$ cat src/rtl/nes_bus_pkg.sv
// Shared CPU-bus definitions: register addresses used by both the top-level
// address decode and the sprite DMA sequencer, plus the DMA state encoding.
package nes_bus_pkg;

    // Sprite DMA trigger register (CPU write starts a transfer)
    localparam logic [15:0] ADDR_OAMDMA  = 16'h4014;
    // PPU OAM data port, the destination of every DMA byte
    localparam logic [15:0] ADDR_OAMDATA = 16'h2004;

    typedef enum logic [2:0] {
        IDLE,
        DUMMY,
        ALIGN,
        READ,
        WAIT,
        WRITE
    } dma_state_t;

    // Source address of byte idx within a 256-byte page; idx never carries
    // into the page byte.
    function automatic logic [15:0] page_addr(input logic [7:0] page,
                                              input logic [7:0] idx);
        return {page, idx};
    endfunction

endpackage

$ cat src/rtl/oam_dma_controller.sv
// Sprite DMA sequencer. Snoops CPU writes for the trigger register, then owns
// the bus: one dummy cycle, an optional alignment cycle on odd parity, and
// 256 read/write pairs copying {page,00}..{page,FF} into the OAM data port.
module oam_dma_controller
    import nes_bus_pkg::*;
#(
    parameter logic [15:0] TRIGGER_ADDR  = ADDR_OAMDMA,
    parameter logic [15:0] OAM_DATA_ADDR = ADDR_OAMDATA,
    parameter int          READ_LATENCY  = 1
) (
    input  logic        cpu_clock,
    input  logic        reset,
    input  logic [15:0] cpu_addr,
    input  logic        cpu_wr_en,
    input  logic [7:0]  cpu_dout,
    input  logic [7:0]  dma_din,
    output logic        dma_en,
    output logic [15:0] dma_addr,
    output logic        dma_wr_en,
    output logic [7:0]  dma_dout,
    output logic        dma_done
);

    // WAIT lasts READ_LATENCY-1 cycles; the counter runs 0..WAIT_LAST.
    localparam int WAIT_LAST = (READ_LATENCY > 1) ? READ_LATENCY - 2 : 0;
    localparam int WAIT_W    = (READ_LATENCY > 2) ? $clog2(READ_LATENCY - 1) : 1;

    dma_state_t        state;
    dma_state_t        state_next;
    logic [7:0]        page;
    logic [7:0]        idx;
    logic [WAIT_W-1:0] wait_cnt;
    logic              parity;

    logic trigger_hit;
    logic last_byte;
    logic wait_over;

    assign trigger_hit = cpu_wr_en && (cpu_addr == TRIGGER_ADDR);
    assign last_byte   = (idx == 8'hFF);
    assign wait_over   = (wait_cnt == WAIT_W'(WAIT_LAST));

    // Next-state selection for the transfer sequence
    always_comb begin
        // NOTE: every combinational output gets a default before the case so
        // no path leaves it unassigned, which would infer a latch.
        state_next = state;
        unique case (state)
            IDLE:    if (trigger_hit) state_next = DUMMY;
            DUMMY:   state_next = parity ? ALIGN : READ;
            ALIGN:   state_next = READ;
            READ:    state_next = (READ_LATENCY > 1) ? WAIT : WRITE;
            WAIT:    if (wait_over) state_next = WRITE;
            WRITE:   state_next = last_byte ? IDLE : READ;
            default: state_next = IDLE;
        endcase
    end

    // State, page/index, wait counter, parity and done-pulse registers
    always_ff @(posedge cpu_clock) begin
        // NOTE: sequential state uses non-blocking assignment so every flop
        // samples pre-edge values regardless of statement order.
        if (reset) begin
            state    <= IDLE;
            page     <= 8'h00;
            idx      <= 8'h00;
            wait_cnt <= '0;
            parity   <= 1'b0;
            dma_done <= 1'b0;
        end else begin
            state    <= state_next;
            // Parity free-runs from reset; transfers never touch it.
            parity   <= ~parity;
            dma_done <= (state == WRITE) && last_byte;

            if (state == IDLE && trigger_hit) begin
                page <= cpu_dout;
                idx  <= 8'h00;
            end else if (state == WRITE && !last_byte) begin
                idx <= idx + 8'h01;
            end

            if (state == READ) begin
                wait_cnt <= '0;
            end else if (state == WAIT) begin
                wait_cnt <= wait_cnt + 1'b1;
            end
        end
    end

    // Bus outputs decoded from registered state only; write data is the
    // read data passed straight through in the WRITE cycle.
    always_comb begin
        dma_en    = 1'b0;
        dma_addr  = 16'h0000;
        dma_wr_en = 1'b0;
        dma_dout  = 8'h00;
        unique case (state)
            DUMMY, ALIGN: begin
                dma_en   = 1'b1;
                dma_addr = page_addr(page, 8'h00);
            end
            READ, WAIT: begin
                dma_en   = 1'b1;
                dma_addr = page_addr(page, idx);
            end
            WRITE: begin
                dma_en    = 1'b1;
                dma_addr  = OAM_DATA_ADDR;
                dma_wr_en = 1'b1;
                dma_dout  = dma_din;
            end
            default: begin
                dma_en = 1'b0;
            end
        endcase
    end

endmodule

$ cat config.mk
export PLATFORM = sky130hd
export DESIGN_NAME = oam_dma_controller
export DESIGN_NICKNAME = d
export VERILOG_FILES = /design/src/rtl/nes_bus_pkg.sv /design/src/rtl/oam_dma_controller.sv
export SDC_FILE = /design/constraint.sdc
export NUM_CORES = 1
export LEC_CHECK = 0
export BUFFER_PORTS_ARGS = -buffer_cell sky130_fd_sc_hd__buf_4
export CELL_PAD_IN_SITES_DETAIL_PLACEMENT = 0
export CELL_PAD_IN_SITES_GLOBAL_PLACEMENT = 2
export CORE_MARGIN = 1.5
export CORE_UTILIZATION = 22
export DETAILED_ROUTE_END_ITERATION = 10
export HOLD_SLACK_MARGIN = 0.06
export PLACE_DENSITY_LB_ADDON = 0.1
export SYNTH_ARGS = -nofsm -noshare
export SYNTH_HDL_FRONTEND = slang
export SYNTH_SLANG_ARGS = --single-unit
$ cat constraint.sdc
create_clock -name cpu_clock -period 1.4 [get_ports cpu_clock]
set_input_delay 0.07 -clock cpu_clock [delete_from_list [all_inputs] [get_ports cpu_clock]]
set_output_delay 0.07 -clock cpu_clock [all_outputs]
set_load 0.1 [all_outputs]
==> flow_summary.html <==
<table>
<tr><th>Metric</th><th>Value</th></tr>
<tr><th colspan="2">Yosys</th></tr>
<tr><td>Library cells used by synthesis</td><td>40</td></tr>
<tr><td>Register bit total from synthesis</td><td>22</td></tr>
<tr><td>Most common flop cell mapped by yosys</td><td>sky130_fd_sc_hd__dfxtp_1</td></tr>
<tr><td>Area share of xor/xnor cells in the synthesized design</td><td>4.268%</td></tr>
<tr><td>Cell area after synthesis</td><td>1231 µm²</td></tr>
<tr><td>Simple logic cell fraction of the synthesized area</td><td>36.18%</td></tr>
<tr><td>Post-synth net total</td><td>180</td></tr>
<tr><td>Fraction of registers with async set or reset after synthesis</td><td>0%</td></tr>
<tr><td>Adder-Cell Fraction of Synth Area</td><td>1.016%</td></tr>
<tr><td>Syn Area/Cell</td><td>8.550 µm²</td></tr>
<tr><td>Count of flip-flops with a built-in enable after synthesis</td><td>0</td></tr>
<tr><td>Multiplexer share of the synthesized area</td><td>0.8130%</td></tr>
<tr><td>Post-synthesis compound-gate area fraction</td><td>18.19%</td></tr>
<tr><td>Sequential fraction of the synthesis area</td><td>35.77%</td></tr>
<tr><td>Synthesized instance count</td><td>144</td></tr>
<tr><td>Dominant combinational cell family by area after synthesis</td><td>simple AND/OR/NAND/NOR gates</td></tr>
<tr><td>Count of warnings emitted by yosys</td><td>0</td></tr>
<tr><th colspan="2">Die</th></tr>
<tr><td>Die boundary height</td><td>77.81 µm</td></tr>
<tr><td>I/O pin count</td><td>62</td></tr>
<tr><td>Starting utilization of the core area</td><td>22.64%</td></tr>
<tr><td>Die W</td><td>77.81 µm</td></tr>
<tr><td>Placement Rows</td><td>27</td></tr>
<tr><td>CORE AREA</td><td>5439 µm²</td></tr>
<tr><td>Die Footprint</td><td>6054 µm²</td></tr>
<tr><th colspan="2">Worst setup path</th></tr>
<tr><td>Crit end category</td><td>flop</td></tr>
<tr><td>Largest driver fanout on the critical path</td><td>8</td></tr>
<tr><td>Required time worst endpoint</td><td>1.54 ns</td></tr>
<tr><td>Worst Path Class, Setup</td><td>reg -&gt; reg</td></tr>
<tr><td>Arrival time reported for the critical path endpoint</td><td>1.66 ns</td></tr>
<tr><td>Startpoint class of the critical path</td><td>flop</td></tr>
<tr><th colspan="2">Finish</th></tr>
<tr><td>Finished Cell Area</td><td>2629 µm²</td></tr>
<tr><td>Leading cell type in the layout, fill and taps excluded</td><td>sky130_fd_sc_hd__buf_4</td></tr>
<tr><td>Area added between synthesis and finish</td><td>113.5%</td></tr>
<tr><td>Footprint of the multi-input gates</td><td>899.6 µm²</td></tr>
<tr><td>Layout Nets</td><td>276</td></tr>
<tr><td>Antenna cells</td><td>0</td></tr>
<tr><td>Filler cell count in the final layout</td><td>513</td></tr>
<tr><td>Fraction of final layout cells sized beyond drive strength 1</td><td>65.27%</td></tr>
<tr><td>FF/Latch Area</td><td>449.2 µm²</td></tr>
<tr><td>Leading cell types in the layout, fill and taps excluded</td><td>sky130_fd_sc_hd__buf_4, sky130_fd_sc_hd__buf_12, sky130_fd_sc_hd__and2_4, sky130_fd_sc_hd__dfxtp_1, sky130_fd_sc_hd__a21oi_1</td></tr>
<tr><td>Final Core Density</td><td>48.33%</td></tr>
<tr><th colspan="2">Clock network</th></tr>
<tr><td>Clock-pin slew on the worst setup and hold paths</td><td>0.08 ns</td></tr>
<tr><td>Cts bufs inserted</td><td>3</td></tr>
<tr><td>Max H-tree Level</td><td>1</td></tr>
<tr><td>Cell at the root of the clock tree</td><td>sky130_fd_sc_hd__clkbuf_8</td></tr>
<tr><td>Sinks on the clock net</td><td>22</td></tr>
<tr><td>Clock tree from TritonCTS</td><td>built</td></tr>
<tr><td>Clock latency of the later-clocked register in the worst-skew pair</td><td>0.26 ns</td></tr>
<tr><td>Clock Path Buffers</td><td>2</td></tr>
<tr><th colspan="2">Placement</th></tr>
<tr><td>Sum of net half-perimeters after detailed placement</td><td>2889 µm</td></tr>
<tr><td>Worst slack, placed</td><td>-0.1491 ns</td></tr>
<tr><td>Final weighted congestion in routability-driven placement</td><td>0.7144</td></tr>
<tr><td>I/O Buffers</td><td>61</td></tr>
<tr><td>Standard cell area after detailed placement</td><td>2082 µm²</td></tr>
<tr><th colspan="2">STA</th></tr>
<tr><td>Max Fclk</td><td>0.6616 GHz</td></tr>
<tr><td>Max-slew violation count</td><td>0</td></tr>
<tr><td>Pin slew with the least headroom to its limit</td><td>0.2774 ns</td></tr>
<tr><td>Part of the cycle the worst path needs</td><td>108.0%</td></tr>
<tr><td>Post-Route Hold Slack</td><td>0.07641 ns</td></tr>
<tr><td>Headroom to the max-slew limit</td><td>81.66%</td></tr>
<tr><td>Setup repair after global routing missed its margin</td><td>true</td></tr>
<tr><td>Clock skew</td><td>0.006507 ns</td></tr>
<tr><td>Final Setup Violations</td><td>37</td></tr>
<tr><td>Final Critical Period</td><td>1.511 ns</td></tr>
<tr><td>Count of endpoints failing hold in the final timing report</td><td>0</td></tr>
<tr><td>Smallest setup slack after layout</td><td>-0.1114 ns</td></tr>
<tr><th colspan="2">Global route</th></tr>
<tr><td>Number of global-route vias before repair</td><td>1,481</td></tr>
<tr><td>Antenna violations before repair</td><td>0</td></tr>
<tr><td>Aggregate global routing overflow</td><td>0</td></tr>
<tr><td>Maximum number of pins on one net before global-route repair</td><td>14</td></tr>
<tr><td>Total global routing track utilization</td><td>13.07%</td></tr>
<tr><td>Wire length of the first global-routing pass</td><td>6513 µm</td></tr>
<tr><th colspan="2">Drt</th></tr>
<tr><td>Post-route DRC violation count</td><td>0</td></tr>
<tr><td>Total Wirelength</td><td>3849 µm</td></tr>
<tr><td>Number of optimization iterations in the first detailed-route pass</td><td>4</td></tr>
<tr><td>Detailed Route Iter0 Violations</td><td>19</td></tr>
<tr><td>WL/cell</td><td>12.38 µm</td></tr>
<tr><td>DR vias</td><td>1,431</td></tr>
<tr><td>Detailed-route vias per instance</td><td>4.601</td></tr>
<tr><td>Post-route ant nets</td><td>0</td></tr>
<tr><th colspan="2">Power</th></tr>
<tr><td>Power density over the cells</td><td>508.5 nW/µm²</td></tr>
<tr><td>Reported leakage power</td><td>1.086 nW</td></tr>
<tr><td>Largest voltage drop on the vdd net</td><td>0.3479 mV</td></tr>
<tr><th colspan="2">Job</th></tr>
<tr><td>Maximum Capacitance Violations</td><td>0</td></tr>
<tr><th colspan="2">Run status</th></tr>
<tr><td>Violations in the final reports</td><td>setup timing</td></tr>
<tr><td>Run status</td><td>finished, violations left</td></tr>
<tr><th colspan="2">Min path</th></tr>
<tr><td>Class of the worst hold path</td><td>in -&gt; reg</td></tr>
</table>
## sequential cells by signal (all words and copies together) (netlist names)
register,count
dma_done,1
wait_cnt,1
parity,1
state,3
page,8
idx,8
## final timing paths
kind / slack (ns) / to / start / cells past startpoint
max: -0.11 / idx[1] / state[0] / 4
min: 0.08 / page[4] / cpu_dout[4] / 3
max reg2reg: -0.11 / idx[1] / state[0] / 4
min reg2reg: 0.42 / parity / parity / 1
## Yosys cell counts, drive strengths merged (3+ instances only)
cell type  instances  area share (%)
a21oi             13             5.3
and2              22              11
buf                4             1.8
clkbuf             3             1.0
dfxtp             22              36
inv                3            0.91
nand2              5             1.5
nand4              9             4.6
nor2              10             3.0
nor3               3             1.2
o211ai             3             1.8
o21ai             11             4.5
or4                4             2.7
xor2               4             2.8
## worst max-delay path, cell delays in order, from the launching register on
cell and delay (ns):
sky130_fd_sc_hd__dfxtp_4 0.37, sky130_fd_sc_hd__buf_6 0.11, sky130_fd_sc_hd__or4_4 0.57, sky130_fd_sc_hd__o21bai_4 0.27, sky130_fd_sc_hd__nor2_1 0.07
## stage by stage
stage / power, W / setup TNS [ns] / std cells
floorplan: 0.0006739 / -1.082 / 144
global placement: 0.0007555 / -1.750 / 303
detailed placement: 0.0007577 / -2.010 / 303
CTS: 0.001358 / -3.621 / 310
global route: 0.001397 / -5.329 / 311
finish: 0.001337 / -3.333 / 311
## layout make-up
| class | instances | share of cell area [%] |
|---|---|---|
| Clock buffer | 3 | 1.571 |
| Multi-Input combinational cell | 112 | 34.22 |
| Tap cell | 72 | 3.427 |
| Clock inverter | 1 | 1.142 |
| Inverter | 3 | 0.4284 |
| Sequential cell | 22 | 17.09 |
| Timing Repair Buffer | 98 | 42.12 |
## power breakdown
part	switching [W]	total (W)	internal, W
logic	0.0000395	0.000121	0.0000811
clock network	0.000208	0.000590	0.000382
registers	0.000000991	0.000626	0.000625
## routing by layer
metal	global-route usage, %	routed length (µm)	vias up
li1	-	-	709
met1	15.32	1594	672
met2	24.43	2018	48
met3	2.000	218	2
met4	3.273	18	0
met5	0	0	-
## timing repair
item | 4_1_cts | 5_1_grt
resized for setup | 94 | 16
hold buffers | 0 | 0
gates cloned | 0 | 0
buffers inserted | 3 | 1
pin swaps | 12 | 6
setup endpoints to repair | 38 | 44
## cells by family after synthesis
group	count (synthesis)
and+or+nand+nor	68
AOI/OAI and AO/OA	36
DFF	22
buffers and inverters	10
xor gates and xnor gates	6
muxes	1
adders and majority gates	1
No activity file was read; power rests on OpenSTA's default activity.
